<file path="config.mk">
export PLATFORM = sky130hd
export DESIGN_NAME = ibex_rf_write_ctrl
export DESIGN_NICKNAME = d
export VERILOG_FILES = /design/src/rtl/ibex_pkg.sv /design/src/rtl/ibex_rf_load_tracker.sv /design/src/rtl/ibex_rf_write_ctrl.sv
export SDC_FILE = /design/constraint.sdc
export NUM_CORES = 1
export LEC_CHECK = 0
export ABC_AREA = 1
export CORE_UTILIZATION = 40
export DETAILED_ROUTE_END_ITERATION = 10
export PLACE_DENSITY_LB_ADDON = 0.15
export SLEW_MARGIN = 20
export SYNTH_ARGS = -nofsm -noshare
export SYNTH_HDL_FRONTEND = slang
export SYNTH_SLANG_ARGS = --single-unit
</file>
<file path="constraint.sdc">
create_clock -name clk_i -period 5.05 [get_ports clk_i]
set_clock_uncertainty 0.1 [all_clocks]
set_input_delay 1.01 -clock clk_i [delete_from_list [all_inputs] [get_ports clk_i]]
set_output_delay 1.01 -clock clk_i [all_outputs]
set_load 0.05 [all_outputs]
</file>
<file path="src/rtl/ibex_pkg.sv">
// Shared register-file constants and address-compare helpers for the write-side controller.
package ibex_pkg;

    localparam int unsigned RegAddrW = 5;

    // In RV32E only 16 registers exist, so address bit 4 takes no part in any compare.
    function automatic logic addr_eq(input logic [RegAddrW-1:0] a,
                                     input logic [RegAddrW-1:0] b,
                                     input logic                rv32e);
        if (rv32e) begin
            return a[3:0] == b[3:0];
        end
        return a == b;
    endfunction

    function automatic logic addr_nz(input logic [RegAddrW-1:0] a,
                                     input logic                rv32e);
        if (rv32e) begin
            return a[3:0] != 4'd0;
        end
        return a != '0;
    endfunction

endpackage

</file>
<file path="src/rtl/ibex_rf_load_tracker.sv">
// In-order FIFO of outstanding load destination registers, with per-entry match vectors
// for the write-after-write check and the read-port hazard checks.
module ibex_rf_load_tracker
    import ibex_pkg::*;
#(
    parameter bit          RV32E          = 1'b0,
    parameter int unsigned MaxOutstanding = 2
) (
    input  logic                                 clk_i,
    input  logic                                 rst_ni,
    input  logic                                 push_i,
    input  logic [RegAddrW-1:0]                  push_addr_i,
    input  logic                                 pop_i,
    input  logic [RegAddrW-1:0]                  q_a_i,
    input  logic [RegAddrW-1:0]                  q_b_i,
    input  logic [RegAddrW-1:0]                  q_w_i,
    output logic [RegAddrW-1:0]                  head_addr_o,
    output logic                                 full_o,
    output logic                                 empty_o,
    output logic [$clog2(MaxOutstanding+1)-1:0]  count_o,
    output logic [MaxOutstanding-1:0]            match_a_o,
    output logic [MaxOutstanding-1:0]            match_b_o,
    output logic [MaxOutstanding-1:0]            match_w_o
);

    localparam int unsigned CntW = $clog2(MaxOutstanding + 1);
    localparam int unsigned PtrW = (MaxOutstanding > 1) ? $clog2(MaxOutstanding) : 1;
    localparam logic [PtrW-1:0] LastPtr = PtrW'(MaxOutstanding - 1);

    logic [RegAddrW-1:0]       r_addr [MaxOutstanding];
    logic [MaxOutstanding-1:0] r_valid;
    logic [PtrW-1:0]           r_wptr;
    logic [PtrW-1:0]           r_rptr;
    logic [CntW-1:0]           r_count;

    logic w_full;
    logic w_empty;
    logic w_push;
    logic w_pop;

    assign w_full  = (r_count == CntW'(MaxOutstanding));
    assign w_empty = (r_count == '0);
    assign w_pop   = pop_i && !w_empty;
    // A push into a full tracker is only legal when the head leaves in the same cycle.
    assign w_push  = push_i && (!w_full || w_pop);

    always_ff @(posedge clk_i or negedge rst_ni) begin
        if (!rst_ni) begin
            r_valid <= '0;
            r_wptr  <= '0;
            r_rptr  <= '0;
            r_count <= '0;
            for (int unsigned i = 0; i < MaxOutstanding; i++) begin
                r_addr[i] <= '0;
            end
        end else begin
            if (w_pop) begin
                r_valid[r_rptr] <= 1'b0;
                r_rptr          <= (r_rptr == LastPtr) ? '0 : r_rptr + 1'b1;
            end
            // Placed after the pop so a full-FIFO push into the popped slot keeps it valid.
            if (w_push) begin
                r_valid[r_wptr] <= 1'b1;
                r_addr[r_wptr]  <= push_addr_i;
                r_wptr          <= (r_wptr == LastPtr) ? '0 : r_wptr + 1'b1;
            end
            if (w_push && !w_pop) begin
                r_count <= r_count + 1'b1;
            end else if (w_pop && !w_push) begin
                r_count <= r_count - 1'b1;
            end
        end
    end

    always_comb begin
        match_a_o = '0;
        match_b_o = '0;
        match_w_o = '0;
        for (int unsigned i = 0; i < MaxOutstanding; i++) begin
            match_a_o[i] = r_valid[i] && addr_eq(r_addr[i], q_a_i, RV32E);
            match_b_o[i] = r_valid[i] && addr_eq(r_addr[i], q_b_i, RV32E);
            match_w_o[i] = r_valid[i] && addr_eq(r_addr[i], q_w_i, RV32E);
        end
    end

    assign head_addr_o = r_addr[r_rptr];
    assign full_o      = w_full;
    assign empty_o     = w_empty;
    assign count_o     = r_count;

endmodule

</file>
<file path="src/rtl/ibex_rf_write_ctrl.sv">
// Regfile write-port arbiter: load responses take priority over ALU results, with WAW stalls
// against outstanding loads and read-after-write hazard flags for the ID stage.
module ibex_rf_write_ctrl
    import ibex_pkg::*;
#(
    parameter bit          RV32E          = 1'b0,
    parameter int unsigned DataWidth      = 32,
    parameter int unsigned MaxOutstanding = 2
) (
    input  logic                                 clk_i,
    input  logic                                 rst_ni,
    input  logic                                 alu_we_i,
    input  logic [RegAddrW-1:0]                  alu_waddr_i,
    input  logic [DataWidth-1:0]                 alu_wdata_i,
    output logic                                 alu_ready_o,
    input  logic                                 lsu_req_i,
    input  logic [RegAddrW-1:0]                  lsu_waddr_i,
    output logic                                 lsu_req_ready_o,
    input  logic                                 lsu_rvalid_i,
    input  logic [DataWidth-1:0]                 lsu_rdata_i,
    input  logic                                 lsu_err_i,
    input  logic [RegAddrW-1:0]                  raddr_a_i,
    input  logic [RegAddrW-1:0]                  raddr_b_i,
    output logic                                 hazard_a_o,
    output logic                                 hazard_b_o,
    output logic [RegAddrW-1:0]                  rf_waddr_o,
    output logic [DataWidth-1:0]                 rf_wdata_o,
    output logic                                 rf_we_o,
    output logic [$clog2(MaxOutstanding+1)-1:0]  outstanding_o,
    output logic                                 err_o
);

    logic [RegAddrW-1:0]       w_head_addr;
    logic                      w_full;
    logic                      w_empty;
    logic [MaxOutstanding-1:0] w_match_a;
    logic [MaxOutstanding-1:0] w_match_b;
    logic [MaxOutstanding-1:0] w_match_w;
    logic                      w_pop;
    logic                      w_load_wr;
    logic                      w_waw;
    logic                      w_alu_wr;

    logic                      r_we;
    logic [RegAddrW-1:0]       r_waddr;
    logic [DataWidth-1:0]      r_wdata;
    logic                      r_err;

    ibex_rf_load_tracker #(
        .RV32E          (RV32E),
        .MaxOutstanding (MaxOutstanding)
    ) u_tracker (
        .clk_i       (clk_i),
        .rst_ni      (rst_ni),
        .push_i      (lsu_req_i),
        .push_addr_i (lsu_waddr_i),
        .pop_i       (lsu_rvalid_i),
        .q_a_i       (raddr_a_i),
        .q_b_i       (raddr_b_i),
        .q_w_i       (alu_waddr_i),
        .head_addr_o (w_head_addr),
        .full_o      (w_full),
        .empty_o     (w_empty),
        .count_o     (outstanding_o),
        .match_a_o   (w_match_a),
        .match_b_o   (w_match_b),
        .match_w_o   (w_match_w)
    );

    assign w_pop     = lsu_rvalid_i && !w_empty;
    assign w_load_wr = w_pop && !lsu_err_i && addr_nz(w_head_addr, RV32E);
    assign w_waw     = addr_nz(alu_waddr_i, RV32E) && (|w_match_w);

    assign alu_ready_o     = !alu_we_i || (!w_load_wr && !w_waw);
    assign w_alu_wr        = alu_we_i && alu_ready_o && addr_nz(alu_waddr_i, RV32E);
    assign lsu_req_ready_o = !w_full || lsu_rvalid_i;

    always_ff @(posedge clk_i or negedge rst_ni) begin
        if (!rst_ni) begin
            r_we    <= 1'b0;
            r_waddr <= '0;
            r_wdata <= '0;
            r_err   <= 1'b0;
        end else begin
            r_we  <= w_load_wr || w_alu_wr;
            r_err <= lsu_rvalid_i && w_empty;
            if (w_load_wr) begin
                r_waddr <= w_head_addr;
                r_wdata <= lsu_rdata_i;
            end else if (w_alu_wr) begin
                r_waddr <= alu_waddr_i;
                r_wdata <= alu_wdata_i;
            end
        end
    end

    // Hazards look only at registered state, keeping lsu_rvalid_i off the ID-stage timing path.
    assign hazard_a_o = addr_nz(raddr_a_i, RV32E) &&
                        ((|w_match_a) || (r_we && addr_eq(r_waddr, raddr_a_i, RV32E)));
    assign hazard_b_o = addr_nz(raddr_b_i, RV32E) &&
                        ((|w_match_b) || (r_we && addr_eq(r_waddr, raddr_b_i, RV32E)));

    assign rf_we_o    = r_we;
    assign rf_waddr_o = r_waddr;
    assign rf_wdata_o = r_wdata;
    assign err_o      = r_err;

    a_no_req_when_full: assert property (@(posedge clk_i) disable iff (!rst_ni)
        lsu_req_i |-> lsu_req_ready_o);

endmodule

</file>
==> flow_summary.ini <==
[setup_path]
cp-end-kind = output port
timing.rr.start = u_tracker.r_rptr
worst-path-buf-inv = 4
critPathMaxFanout = 4
worst_setup_path_start_kind = input port
cp_slowest_cell = clkdlybuf4s50_1
r2r-end = rf_wdata_o[1]
r2r_slack_ps = 1740
required_ps = 3940
max_stage_delay_ps = 790
crit_chain = clkdlybuf4s50_1 -> inv_1 -> nor2_1 -> nor3_1 -> nand3_1 -> nand3_1 -> nand2_1 -> inv_1 -> clkdlybuf4s50_1
critPathKind = input port to output port
r2r_cells = 11
arrival_ps = 2960
crit_family = buffers and inverters

[cts]
cts_resized = 0
htree_levels = 2
cts_buffer_depth = 2
root_buffer = clkbuf_8
cts_tree = done
cts.clk_slew.worst_paths_ps = 100
cts.sinks = 55
worstSkewPairLatency_ps = 310
hold_buffers = 0
cts_buffers = 5
cts_setup_buffers = 0

[floorplanning]
coreArea_um2 = 8300
die_h_um = 95.1
die_x_um = 95.1
ios = 135
num_rows = 33
die_area_um2 = 9050
initial_utilization_pct = 41.8

[placed_design]
place_hpwl_um = 7310
routabilityCongestion = 0.881
numPlacedInstances = 743
io_buffers = 134

[cells_and_area]
final_util_pct = 59.6
syn2layout_area_growth_pct = 42.6
fin_nets = 736
drive_above_1_share_pct = 3.87
layoutNonFillerInstCount = 751
diodes = 0

[logic_synthesis]
synth_commonest_cells = 231 x nand2_1, 86 x nand3_1, 55 x dfrtp_1, 35 x inv_1, 30 x nor2_1
synth_ff_type = dfrtp_1
avgSynthCellArea_um2 = 6.61
syn_inst = 525
synth_nets = 616
synth.area.top_cells = dfrtp_1 40%, nand2_1 25%, nand3_1 12%
synth_edf_count = 0
synth_top_cell_by_area = dfrtp_1
ys_types = 25
synth_area_um2 = 3470
yosys_warnings = 0
ys_seq_area_share_pct = 39.7
synthDominantCellAreaShare_pct = 39.7
ys_ff_latch = 55
yosysMostFrequentCell = nand2_1
postSynth.asyncResetShare_pct = 100

[route]
wirelength_um = 10100
vias = 3783
wl_per_cell_um = 13.5
ant_nets = 0
vias_per_cell = 5.04
drc = 0
drt_iter0_drc = 245
dr.pass1.iters = 5

[global_routing]
grt_pass1_wl_um = 16400
grt_overflow = 0
grt_pass1_vias = 3430
antenna_found_initial = 0
globalRouteTotalUtil_pct = 23.1
grt_max_degree = 76

[sta]
min_period_over_period_pct = 80.7
finalCriticalPeriod_ps = 4070
setup_tns_ps = 0
fmaxAchievable_mhz = 245
hold_viol_final = 0
rsz0062_at_grt = no
tightest_slew_ps = 725
maxSlewViolCount = 0
maxSlewHeadroom_pct = 51.6
setup_violations = 0

[power_and_ir_drop]
ir_drop_uv = 331
powerDensity_nw_per_um2 = 616
p_leak_uw = 0.00252

[worst_hold_path]
holdPathStages = 2
hold_path_class = register to register
hp-start = u_tracker.r_wptr
min_to = u_tracker.r_wptr

[outcome]
status = finished, final reports clean

[job]
cap_violations = 0
[worst max path at each step]
| stage | startpoint | end | slack [ps] | cells past startpoint |
|---|---|---|---|---|
| detailed placement | raddr_b_i[2] | hazard_b_o | 990 | 9 |
| CTS | raddr_b_i[2] | hazard_b_o | 980 | 9 |
| finish | raddr_a_i[2] | hazard_a_o | 980 | 9 |
| global placement | raddr_b_i[2] | hazard_b_o | 950 | 9 |
| global route | raddr_a_i[2] | hazard_a_o | 840 | 9 |
| floorplan | lsu_rvalid_i | alu_ready_o | 1940 | 7 |
[registers in the layout, indices dropped and copies added (netlist names)]
signal and count:
u_tracker.r_wptr 1, u_tracker.r_valid 2, rf_we_o 1, u_tracker.r_addr 10, rf_waddr_o 5, err_o 1
u_tracker.count_o 2, rf_wdata_o 32, u_tracker.r_rptr 1
[layout by cell type (no fill, tap or decap)]
| cell | synthesis | layout |
|---|---|---|
| o21ai_0 | 21 | 21 |
| nand2_1 | 231 | 231 |
| a21oi_1 | 7 | 7 |
| buf_4 | 5 | 6 |
| dfrtp_1 | 55 | 55 |
| buf_2 | 10 | 1 |
| xnor2_1 | 2 | 2 |
| nor2_1 | 30 | 29 |
| bufinv_16 | 0 | 2 |
| ha_1 | 1 | 1 |
| xor2_1 | 5 | 5 |
| o22ai_1 | 8 | 8 |
| nor2_2 | 2 | 2 |
| clkbuf_8 | 0 | 5 |
| nor3_1 | 5 | 5 |
| nor2_4 | 0 | 1 |
| o21ai_1 | 3 | 3 |
| or2_2 | 1 | 1 |
| nand3_4 | 1 | 1 |
| o21ai_2 | 1 | 1 |
| inv_2 | 3 | 3 |
| nand3_1 | 86 | 86 |
| inv_8 | 0 | 1 |
| nand2_4 | 1 | 1 |
| nand4_1 | 1 | 1 |
| inv_1 | 35 | 35 |
| clkdlybuf4s50_1 | 0 | 132 |
[cell type report]
type	count	area, µm²
Clock buffer	5	68.8
Clock inverter	3	71.3
Fill cell	791	3350
Inverter	38	143
Multi-Input combinational cell	406	1780
Sequential cell	55	1380
Tap cell	105	131
Timing Repair Buffer	139	1370
[cell families after synthesis]
kind of cell / count (synthesis) / share of synthesized area (%)
AOI/OAI and AO/OA: 40 / 6.17
xor gates and xnor gates: 7 / 1.77
adders and majority gates: 1 / 0.361
buffers and inverters: 64 / 9.12
DFF: 55 / 39.7
and+or+nand+nor: 358 / 42.9
[worst min-delay path, stage by stage (launching register included)]
cell and delay (ps):
dfrtp_1 370, nand2_1 60, nand2_1 50
[report_power, final]
part           leakage (µW)  internal [µW]  switching (µW)
Sequential         0.000671            648             223
Combinational       0.00178            604            1220
Clock             0.0000703            201             151
Total               0.00252           1450            1590
[through the flow]
stage | area [µm²] | power [µW] | setup WS, ps | hold WS, ps
finish | 4950 | 3050 | 975 | 412
global placement | 4810 | 2690 | 951 | 378
floorplan | 3470 | 2100 | 1940 | 365
global route | 4950 | 3260 | 841 | 442
detailed placement | 4810 | 2710 | 986 | 390
CTS | 4950 | 3070 | 982 | 418
[metal layers]
metal	up-vias	track usage (%)	share of wire, %
met5	-	0	0
met4	0	4.42	0.84
met3	9	5.34	7.3
met2	142	39.7	48
met1	1731	29.6	44
li1	1901	-	-
(Power assumes the default switching activity.)
==> edit: new RTL, same settings <==
The package constant `RegAddrW` goes from 5 to 6.
--- a/src/rtl/ibex_pkg.sv
+++ b/src/rtl/ibex_pkg.sv
@@ -3,3 +3,3 @@
 
-    localparam int unsigned RegAddrW = 5;
+    localparam int unsigned RegAddrW = 6;
 
Ports: changed (5 resized); port bits go from 135 to 140. The function was not compared with the original's and may differ.
==> edit against the unedited design <==
Wire length increased by 10%; synthesized area increased by 7.5%; synthesized cell count increased by 7.4%; combinational power decreased by 5%; design area increased by 7.1%; worst setup slack got worse by 0.11 ns; power decreased by 1.1%; sequential cell count increased by 3; non-clock buffer count increased by 5; register-to-register slack improved by 0.27 ns; die area increased by 7.4%; largest power group unchanged.
==> edit: results (changes against the unedited design) <==
\begin{tabular}{lr}
\hline
Metric & Value \\
\hline
\multicolumn{2}{l}{\textbf{GRT}} \\
Fraction of met2 tracks used by global routing & 0.3906 (-0.006450) \\
Via count of the first global-routing pass & 3961 (+15\%) \\
Overall Global Routing Usage & 0.2386 (+0.007724) \\
Global-route met3 utilization & 0.05603 (+0.002599) \\
\multicolumn{2}{l}{\textbf{Placement}} \\
Final estimated routing congestion in global placement & 0.9247 (+4.9\%) \\
Number of buffer cells added on primary ports & 139 (+3.7\%) \\
Placed cell areas & 0.005116 mm² (+6.5\%) \\
\multicolumn{2}{l}{\textbf{Hold path}} \\
End point of the most critical hold path & rf\_wdata\_o[31]\$\_DFFE\_PN0P\_ \\
Startpoint of the most critical hold path & rf\_wdata\_o[31]\$\_DFFE\_PN0P\_ \\
\multicolumn{2}{l}{\textbf{Power and ir drop}} \\
Static leakage & 2.692 nW (+6.9\%) \\
\multicolumn{2}{l}{\textbf{Route}} \\
Met2 WL & 5161 µm (+5.7\%) \\
Number of DRC violations after detailed-routing iteration 0 & 216 (-12\%) \\
Routed length on met3 & 799 µm (+7.2\%) \\
Metal1 wirelength & 5088 µm (+15\%) \\
\multicolumn{2}{l}{\textbf{Clock tree}} \\
CTS buffer count & 9 (+4) \\
Clock transition time at the flip-flop clock pins of the worst setup and hold paths & 0.06 ns (-0.04 ns) \\
Clock latency at the later pin of the worst-skew pair & 0.33 ns (+0.02 ns) \\
\multicolumn{2}{l}{\textbf{Final layout}} \\
Final Net Count & 788 (+7.1\%) \\
\multicolumn{2}{l}{\textbf{Timing}} \\
Relative slew margins & 0.4942 (-0.02215) \\
\multicolumn{2}{l}{\textbf{Yosys}} \\
Most frequent cells after synthesis & 255 x sky130\_fd\_sc\_hd\_\_nand2\_1, 86 x sky130\_fd\_sc\_hd\_\_nand3\_1, 58 x sky130\_fd\_sc\_hd\_\_dfrtp\_1, 47 x sky130\_fd\_sc\_hd\_\_inv\_1, 26 x sky130\_fd\_sc\_hd\_\_o21ai\_0 \\
Seq/Total Area, Yosys & 0.3890 (-0.007682) \\
Yosys cell types & 28 (+12\%) \\
Synth area leaders & sky130\_fd\_sc\_hd\_\_dfrtp\_1 39\%, sky130\_fd\_sc\_hd\_\_nand2\_1 26\%, sky130\_fd\_sc\_hd\_\_nand3\_1 12\%, sky130\_fd\_sc\_hd\_\_inv\_1 4.7\%, sky130\_fd\_sc\_hd\_\_o21ai\_0 3.5\% \\
Area share of fa/ha/maj cells after synthesis & 0.003353 (-0.0002527) \\
\multicolumn{2}{l}{\textbf{Worst setup path}} \\
Start point of the critical path & raddr\_a\_i[4] \\
R2R Setup Slk & 2.01 ns (+0.27 ns) \\
\multicolumn{2}{l}{\textbf{Floorplanning}} \\
Row count & 34 (+3.0\%) \\
\multicolumn{2}{l}{\textbf{Status}} \\
Status & complete, no violations \\
\hline
\end{tabular}
[edit: changes by cell type in the layout (fill, tap and decap cells not counted), sizes merged, moves of 5 or more]
cell / delta
nand2: +25
nor2: -19
inv: +10
o21ai: +7
clkbuf: +5
clkdlybuf4s50: +5
[edit: power breakdown]
part / switching (mW) / internal, mW / leakage [nW]
combinational: 1.13 / 0.586 / 1.90
clock: 0.196 / 0.191 / 0.0847
sequential: 0.244 / 0.664 / 0.708
[edit: through the flow]
step | utilization | instances | setup slack (ns)
after floorplan | - | 564 | 1.912
after global placement | 0.5754 | 790 | 0.8924
after detailed placement | 0.5754 | 790 | 0.8716
after CTS | 0.5956 | 806 | 0.8613
after global routing | 0.5956 | 806 | 0.7547
final | 0.5956 | 806 | 0.8613
[edit: layout make-up]
class	count	area, µm²	area share
clock inverters	6	41.29	0.007798
flip-flops and latches	58	1451	0.2741
repair buffers	144	1421	0.2684
clock buffers	10	137.6	0.02599
inverters	48	180.2	0.03403
well taps	108	135.1	0.02552
multi-input cells	432	1928	0.3641
